[config.mk]
export PLATFORM = sky130hd
export DESIGN_NAME = control_sequencer
export DESIGN_NICKNAME = d
export VERILOG_FILES = /design/src/rtl/control_sequencer_pkg.sv /design/src/rtl/reg_select_decoder.sv /design/src/rtl/control_sequencer.sv
export SDC_FILE = /design/constraint.sdc
export NUM_CORES = 1
export LEC_CHECK = 0
export CAP_MARGIN = 20
export CORE_ASPECT_RATIO = 0.8
export CORE_MARGIN = 5
export CORE_UTILIZATION = 29
export DETAILED_ROUTE_END_ITERATION = 12
export GPL_TIMING_DRIVEN = 1
export PLACE_DENSITY = 0.82
export SYNTH_ARGS = -nofsm -noshare
export SYNTH_HDL_FRONTEND = slang
export SYNTH_SLANG_ARGS = --single-unit
[constraint.sdc]
create_clock -name clock -period 1.95 [get_ports clock]
set_input_delay 0.39 -clock clock [delete_from_list [all_inputs] [get_ports clock]]
set_output_delay 0.39 -clock clock [all_outputs]
set_load 0.02 [all_outputs]
[src/rtl/control_sequencer_pkg.sv]
// Shared definitions for the hardwired control sequencer:
// opcodes, bus-encoder bit indices, state and opcode-class encodings.
package cpu_defs;

    localparam logic [4:0] OP_ADD  = 5'b00011;
    localparam logic [4:0] OP_SUB  = 5'b00100;
    localparam logic [4:0] OP_AND  = 5'b00101;
    localparam logic [4:0] OP_OR   = 5'b00110;
    localparam logic [4:0] OP_ROR  = 5'b00111;
    localparam logic [4:0] OP_ROL  = 5'b01000;
    localparam logic [4:0] OP_SHR  = 5'b01001;
    localparam logic [4:0] OP_SHRA = 5'b01010;
    localparam logic [4:0] OP_SHL  = 5'b01011;
    localparam logic [4:0] OP_ADDI = 5'b01100;
    localparam logic [4:0] OP_ANDI = 5'b01101;
    localparam logic [4:0] OP_ORI  = 5'b01110;
    localparam logic [4:0] OP_NOP  = 5'b11010;
    localparam logic [4:0] OP_HALT = 5'b11011;

    localparam int ENC_ZLO = 19;
    localparam int ENC_PC  = 20;
    localparam int ENC_MDR = 21;
    localparam int ENC_C   = 23;

    typedef enum logic [2:0] {
        S_IDLE,
        S_T0,
        S_T1,
        S_T2,
        S_T3,
        S_T4,
        S_T5,
        S_HALT
    } state_e;

    typedef enum logic [2:0] {
        CL_RFMT,
        CL_IMM,
        CL_NOP,
        CL_HALT,
        CL_ILL
    } op_class_e;

    function automatic op_class_e op_class(logic [4:0] op);
        op_class_e cls;
        unique case (op)
            OP_ADD, OP_SUB, OP_AND, OP_OR, OP_ROR,
            OP_ROL, OP_SHR, OP_SHRA, OP_SHL:
                cls = CL_RFMT;
            OP_ADDI, OP_ANDI, OP_ORI:
                cls = CL_IMM;
            OP_NOP:  cls = CL_NOP;
            OP_HALT: cls = CL_HALT;
            default: cls = CL_ILL;
        endcase
        return cls;
    endfunction

endpackage

[src/rtl/reg_select_decoder.sv]
// 4-bit register index to one-hot 16-bit select, gated by an enable.
module reg_select_decoder (
    input  logic [3:0]  idx_i,
    input  logic        en_i,
    output logic [15:0] sel_o
);

    always_comb begin
        sel_o = '0;
        if (en_i) sel_o[idx_i] = 1'b1;
    end

endmodule

[src/rtl/control_sequencer.sv]
// Moore control FSM driving DataPath: fetch in T0-T2, execute
// R-format / immediate ALU, nop and halt in T3-T5.
module control_sequencer
    import cpu_defs::*;
#(
    parameter bit RESET_PC_HOLD = 1'b0
) (
    input  logic        clock,
    input  logic        clear,
    input  logic        start,
    input  logic [31:0] ir,
    input  logic        mem_ready,
    output logic [23:0] bus_encoder_signals,
    output logic [15:0] r_in,
    output logic        MARin,
    output logic        Zin,
    output logic        PCin,
    output logic        MDRin,
    output logic        IRin,
    output logic        Yin,
    output logic        IncPC,
    output logic        Read,
    output logic [4:0]  opcode,
    output logic        run,
    output logic        illegal
);

    state_e    state_q, state_d;
    op_class_e cls;
    logic [4:0]  op;
    logic [3:0]  ra, rb, rc;
    logic [3:0]  out_idx;
    logic        out_en, in_en;
    logic [15:0] out_sel;
    logic [23:0] enc;
    logic        unused_bits;

    assign op  = ir[31:27];
    assign ra  = ir[26:23];
    assign rb  = ir[22:19];
    assign rc  = ir[18:15];
    assign cls = op_class(op);

    // Immediate field is consumed by DataPath; the hold mode is fixed on.
    assign unused_bits = ^{ir[14:0], RESET_PC_HOLD};

    always_ff @(posedge clock) begin
        if (clear) state_q <= S_IDLE;
        else       state_q <= state_d;
    end

    always_comb begin
        state_d = state_q;
        enc     = '0;
        out_idx = rb;
        out_en  = 1'b0;
        in_en   = 1'b0;
        MARin   = 1'b0;
        Zin     = 1'b0;
        PCin    = 1'b0;
        MDRin   = 1'b0;
        IRin    = 1'b0;
        Yin     = 1'b0;
        IncPC   = 1'b0;
        Read    = 1'b0;
        opcode  = '0;
        illegal = 1'b0;
        unique case (state_q)
            S_IDLE: if (start) state_d = S_T0;
            S_T0: begin
                enc[ENC_PC] = 1'b1;
                MARin   = 1'b1;
                IncPC   = 1'b1;
                Zin     = 1'b1;
                state_d = S_T1;
            end
            S_T1: begin
                enc[ENC_ZLO] = 1'b1;
                PCin  = 1'b1;
                Read  = 1'b1;
                MDRin = 1'b1;
                if (mem_ready) state_d = S_T2;
            end
            S_T2: begin
                enc[ENC_MDR] = 1'b1;
                IRin    = 1'b1;
                state_d = S_T3;
            end
            S_T3: begin
                unique case (cls)
                    CL_RFMT, CL_IMM: begin
                        out_en  = 1'b1;
                        Yin     = 1'b1;
                        state_d = S_T4;
                    end
                    CL_HALT: state_d = S_HALT;
                    CL_NOP:  state_d = S_T0;
                    default: begin
                        illegal = 1'b1;
                        state_d = S_T0;
                    end
                endcase
            end
            S_T4: begin
                // R-format takes rc from the register file, immediates use C.
                if (cls == CL_RFMT) begin
                    out_idx = rc;
                    out_en  = 1'b1;
                end else begin
                    enc[ENC_C] = 1'b1;
                end
                opcode  = op;
                Zin     = 1'b1;
                state_d = S_T5;
            end
            S_T5: begin
                enc[ENC_ZLO] = 1'b1;
                in_en   = 1'b1;
                state_d = S_T0;
            end
            S_HALT: if (start) state_d = S_T0;
            default: state_d = S_IDLE;
        endcase
    end

    reg_select_decoder u_out_dec (
        .idx_i (out_idx),
        .en_i  (out_en),
        .sel_o (out_sel)
    );

    reg_select_decoder u_in_dec (
        .idx_i (ra),
        .en_i  (in_en),
        .sel_o (r_in)
    );

    assign bus_encoder_signals = enc | {8'b0, out_sel};
    assign run = (state_q != S_IDLE) && (state_q != S_HALT);

endmodule

Word level (Yosys, flattened, before mapping):

Memory sizes are Yosys's and may differ from the RTL's.
Index checks and enable logic that the tools add are counted.

* input bits: 36
* memory bits (read-only): 96
* memories kept: 1
* bits in registers: 3

Memories
* (name not given): words 32, bits a word 3, rd ports 1, clocked after Yosys merged registers in 0, wr ports 0, RTL line control_sequencer_pkg.sv:46 `unique case (op)`

* order comparisons: 4
* bitwise gates (word level): 1
* reductions and logical operators: 12
* equality and inequality tests: 13
* muxes and demuxes: 27

Operator list (count)
* $mux 16: 2
* $or 24x16->24: 1
* $pmux 3 s7: 1
* $mux 1: 15
* $eq 3x2->1 const B: 4
* $eq 3x3->1 const B: 4
* $lt 4x5->1 const B: 2
* $demux 1 s4: 2
* $ge 4x1->1 const B: 2
* $mux 4: 2
* $reduce_or 2->1: 4
* $eq 3x1->1 const B: 2
* $logic_not 3->1: 2
* $mux 3: 2
* $pmux 3 s2: 1
* $mux 5: 1
* $reduce_or 4->1: 1
* $logic_and 1x1->1: 3
* $ne 3x3->1 const B: 1
* $reduce_bool 3->1: 1
* $ne 2x1->1 const B: 1
* $ne 2x2->1 const B: 1
* $pmux 1 s2: 1
* $reduce_and 2->1: 1

Logic depth before layout (Yosys ltp):

Gate-level depths: netlist of run 1.
An unclocked memory read counts as a cell.

* word-level depth: 10
* depth in mapped cells: 5
* depth with buffers taken out: 4

Hierarchy:

Synthesis of run 1 repeated with hierarchy kept, for this count alone.

* cells, all modules: 110
* area total of the unflattened synthesis: 724.4 um2

By module, submodules not included
* control_sequencer: cells each 64, times used 1, area an instance 486.7 um2
* reg_select_decoder (u_in_dec): cells each 23, times used 1, area an instance 120.1 um2
* reg_select_decoder (u_out_dec): cells each 23, times used 1, area an instance 117.6 um2

Worst setup path before layout of run 1:

Ideal clock, no wire load.

* path kind: register -> output
* start point: register state_q[0]
* end point: output r_in[0]
* cell stages (with the launch flop): 5
* path buffers: 0
* data required time: 1560 ps
* data arrival time: 1605 ps
* setup slack: -45 ps
* cell sequence: dfxtp_1 > and2b_1 > nand2_1 > or3_1 > nor3_1

* longest elaborated chain between the ends: 3

Ends and longest elaborated chain
* start, declared: RTL line control_sequencer.sv:28 `state_e state_q, state_d;`
* start signal, assigned: RTL line control_sequencer.sv:49 `else state_q <= state_d;`
* $eq 3x3->1: RTL line control_sequencer.sv:68 `unique case (state_q)`
* $mux 1: RTL line control_sequencer.sv:68
* $mux 16: RTL line reg_select_decoder.sv:10 `if (en_i) sel_o[idx_i] = 1'b1;`
* end, declared: RTL line control_sequencer.sv:14 `output logic [15:0] r_in,`

Every way passes these cells.

Final worst setup path of run 1:

* start point: register state_q[1]
* end point: output bus_encoder_signals[9]

* longest elaborated chain between the ends: 8

Ends and longest elaborated chain
* $eq 3x3->1: RTL line control_sequencer.sv:68
* $mux 4: RTL line control_sequencer.sv:68
* $lt 4x5->1 (implied by the code) / $ge 4x1->1 (equally long branches): RTL line reg_select_decoder.sv:10
* $logic_and 1x1->1 (implied by the code): RTL line reg_select_decoder.sv:10
* $mux 1 (implied by the code): RTL line reg_select_decoder.sv:10
* $demux 1 s4
* $mux 16 (*): RTL line reg_select_decoder.sv:10
* $or 24x16->24 (*): RTL line control_sequencer.sv:138 `assign bus_encoder_signals = enc | {8'b0, out_sel};`
* end, declared: RTL line control_sequencer.sv:13 `output logic [23:0] bus_encoder_signals,`

Every way passes the cells marked *; elsewhere a longest branch is shown, timed or not.

==> run_results.csv, run 1 <==
group,metric,value,unit
placed_design,hpwl,2980,µm
timing,max_freq,403,MHz
finish,drive_above_1_share,58.9,%
cts,cts_buffer_depth,2,
cts,cts_buffers,3,
timing,period_needed,2.48,ns
global_routing,grt_max_degree,17,
finish,diodes,0,
synth,ys.warnings.count,0,
routing,viasPerCell,5.64,
floorplanning,start_util,30.7,%
timing,min_period_over_period,127,%
floorplanning,die_w,70.7,µm
cts,clkLatencyLatePin,0.22,ns
global_routing,grt_pass1_vias,1498,
cts,clk_pin_slew_worst_paths,0.03,ns
placed_design,port_buffers,71,
worst_setup_path,required,1.56,ns
global_routing,grt_pass1_wl,7410,µm
finish,design_area,2170,µm²
hold_path,hold_start,"ir[28]",
routing,drc_errors,0,
cts,root_buffer,"clkbuf_8",
timing,fin_ws,-0.530,ns
worst_setup_path,crit_type,"reg2out",
outcome,violations,"setup timing",
placed_design,place_area,1780,µm²
floorplanning,ios,91,
synth,synth_edf_count,0,
synth,yosysTopAreaCell,"nor2_1",
power,total_power,572,µW
power,p_leak,0.963,nW
worst_setup_path,arrival,2.09,ns
routing,drtIter0Drc,145,
timing,setup_viol_count_final,30,
finish,fillers,176,
timing,rsz0062_at_grt,"yes",
synth,synth_area,856,µm²
cts,cts_tree,"yes",
outcome,outcome,"complete, but fails checks",
finish,reg_top3,"state_q x3",
timing,whs,0.640,ns
worst_setup_path,cp_cell_sequence,"buf_6 > buf_4 > nand4bb_1 > nor4_1 > buf_4 > o211ai_1 > nor2_1 > buf_4",
routing,drt_wl_total,5790,µm
floorplanning,dieHeight,58.6,µm
synth,yosysSeqAreaShare,7.02,%
finish,area_growth,154,%
floorplanning,core_area,2790,µm²
worst_setup_path,reg2reg_from,"state_q[1]",
synth,synthFlopType,"dfxtp_1",
finish,nets,285,
synth,async_reset_ff_share,0,%
timing,finClkSkew,0.00103,ns
worst_setup_path,cp_top_family,"simple AND/OR/NAND/NOR gates",
timing,relSlewSlack,66.3,%
worst_setup_path,cp-start-kind,"flip-flop",
timing,tightestPinTransition,0.502,ns
global_routing,grt_overflow,0,
finish,layout_common_cells,"64 x buf_4, 25 x nor2_1, 23 x buf_6",
worst_setup_path,slowest_stage,"nor4_1",
power,p_per_area,263,nW/µm²
worst_setup_path,crit_path_max_incr_delay,0.41,ns
timing,tns,-7.77,ns
worst_setup_path,worstSetupEndpointType,"primary output",
worst_setup_path,worstPathMaxFanout,4,
worst_setup_path,path_buf_inv,4,
cts,clock-sinks,3,
finish,regMostFlops,"state_q",
synth,synth_cells,133,
synth,avgSynthCellArea,6.43,µm²
timing,slew_violations,0,
synth,synth_area_leaders,"nor2_1 15%, buf_4 8.8%, nor2b_1 8.0%, dfxtp_1 7.0%, mux2i_2 4.8%",
worst_setup_path,crit_top_cell,"buf_4",
hold_path,hold_path_class,"in2reg",
synth,yosys.area.top_type_share,14.9,%
cts,holdBufCountCts,0,
worst_setup_path,startpoint,"state_q[1]",
power,ir_drop,0.209,mV
timing,finalHoldViolations,0,
routing,vias,1612,
synth,synth_cell_types,43,
floorplanning,rows,17,
finish,largest_reg_flops,3,
synth,ys_seq_elements,3,
routing,dr.pass1.iters,8,
floorplanning,dieArea,4140,µm²
flow_run,drv_cap,0,
routing,wl_per_cell,20.3,µm
cts,h-tree-depth,1,
global_routing,grtUsageTotal,22.1,%
finish,final_common_cell,"buf_4",
routing,antenna_left,0,
global_routing,antenna_found_initial,0,
placed_design,routabilityCongestion,0.898,
## power breakdown
group          internal (mW)  switching, mW
registers             0.0655        0.00485
clock network          0.140         0.0458
logic                  0.146          0.170
total                  0.351          0.220
## synthesized netlist by cell type, types with 3 or more instances
| cell | count |
|---|---|
| nor2_1 | 34 |
| nor2b_1 | 11 |
| buf_4 | 10 |
| nand2_1 | 6 |
| and2_1 | 5 |
| nor3_1 | 5 |
| nor4_1 | 5 |
| o211ai_1 | 4 |
| dfxtp_1 | 3 |
| inv_1 | 3 |
| mux2i_2 | 3 |
| nand2b_1 | 3 |
| nand4_1 | 3 |
## worst paths after layout
kind / end / slack [ns] / depth (start not counted)
worst max-delay path: bus_encoder_signals[9] / -0.53 / 8
worst min-delay path: state_q[2] / 0.64 / 4
worst max register to register: state_q[2] / 0.65 / 7
worst min register to register: state_q[0] / 0.83 / 3
## area by class of cell
| class | count | area (µm²) | share of cell area, % |
|---|---|---|---|
| Multi-Input combinational cell | 116 | 981 | 45.1 |
| Clock buffer | 4 | 45.0 | 2.07 |
| Inverter | 3 | 11.3 | 0.518 |
| Sequential cell | 3 | 66.3 | 3.05 |
| Timing Repair Buffer | 122 | 1020 | 47.0 |
| Tap cell | 38 | 47.5 | 2.19 |
## cell families (layout without fill, tap and decap cells)
group,Yosys count,in the layout,share of synthesized area [%]
other cells,1,4,0.438
buf+inv,17,129,12.1
flops,3,3,7.02
compound gates,22,22,20.8
simple gates,87,87,54.8
mux,3,3,4.82
## worst min-delay path, cell delays in order
cell and delay [ns]:
buf_8 0.11, buf_4 0.14, nand4_1 0.09, a31oi_1 0.08
## through the flow
| stage | setup slack, ns | std cells | utilization, % |
|---|---|---|---|
| 2_1_floorplan | 0.0180 | 136 | - |
| 3_3_place_gp | -0.974 | 263 | 63.8 |
| 3_5_place_dp | -1.10 | 263 | 63.8 |
| 4_1_cts | -0.244 | 279 | 72.7 |
| 5_1_grt | -0.647 | 286 | 78.0 |
| 6_report | -0.530 | 286 | 78.0 |
## per-layer routing
metal,vias to the layer above,global-route usage [%],wire [µm]
met5,-,0,0
met4,0,8.85,246
met3,29,2.90,499
met2,121,38.8,2830
met1,763,27.4,2220
li1,699,-,-
## repair_timing
action                     4_1_cts  5_1_grt
pin swaps                       20       26
setup buffers                   13        8
setup endpoints to repair       51       45
gates resized for setup        233       92
No activity file was read; power rests on OpenSTA's default activity.
==> inputs of run 2 (changes only) <==
--- a/config.mk
+++ b/config.mk
@@ -9,6 +9,7 @@
 export CORE_ASPECT_RATIO = 0.8
 export CORE_MARGIN = 5
 export CORE_UTILIZATION = 29
+export CTS_CLUSTER_SIZE = 30
 export DETAILED_ROUTE_END_ITERATION = 12
 export GPL_TIMING_DRIVEN = 1
 export PLACE_DENSITY = 0.82
==> results of run 2 <==
No change in the layout: final DEF, timing and power equal those of run 1.
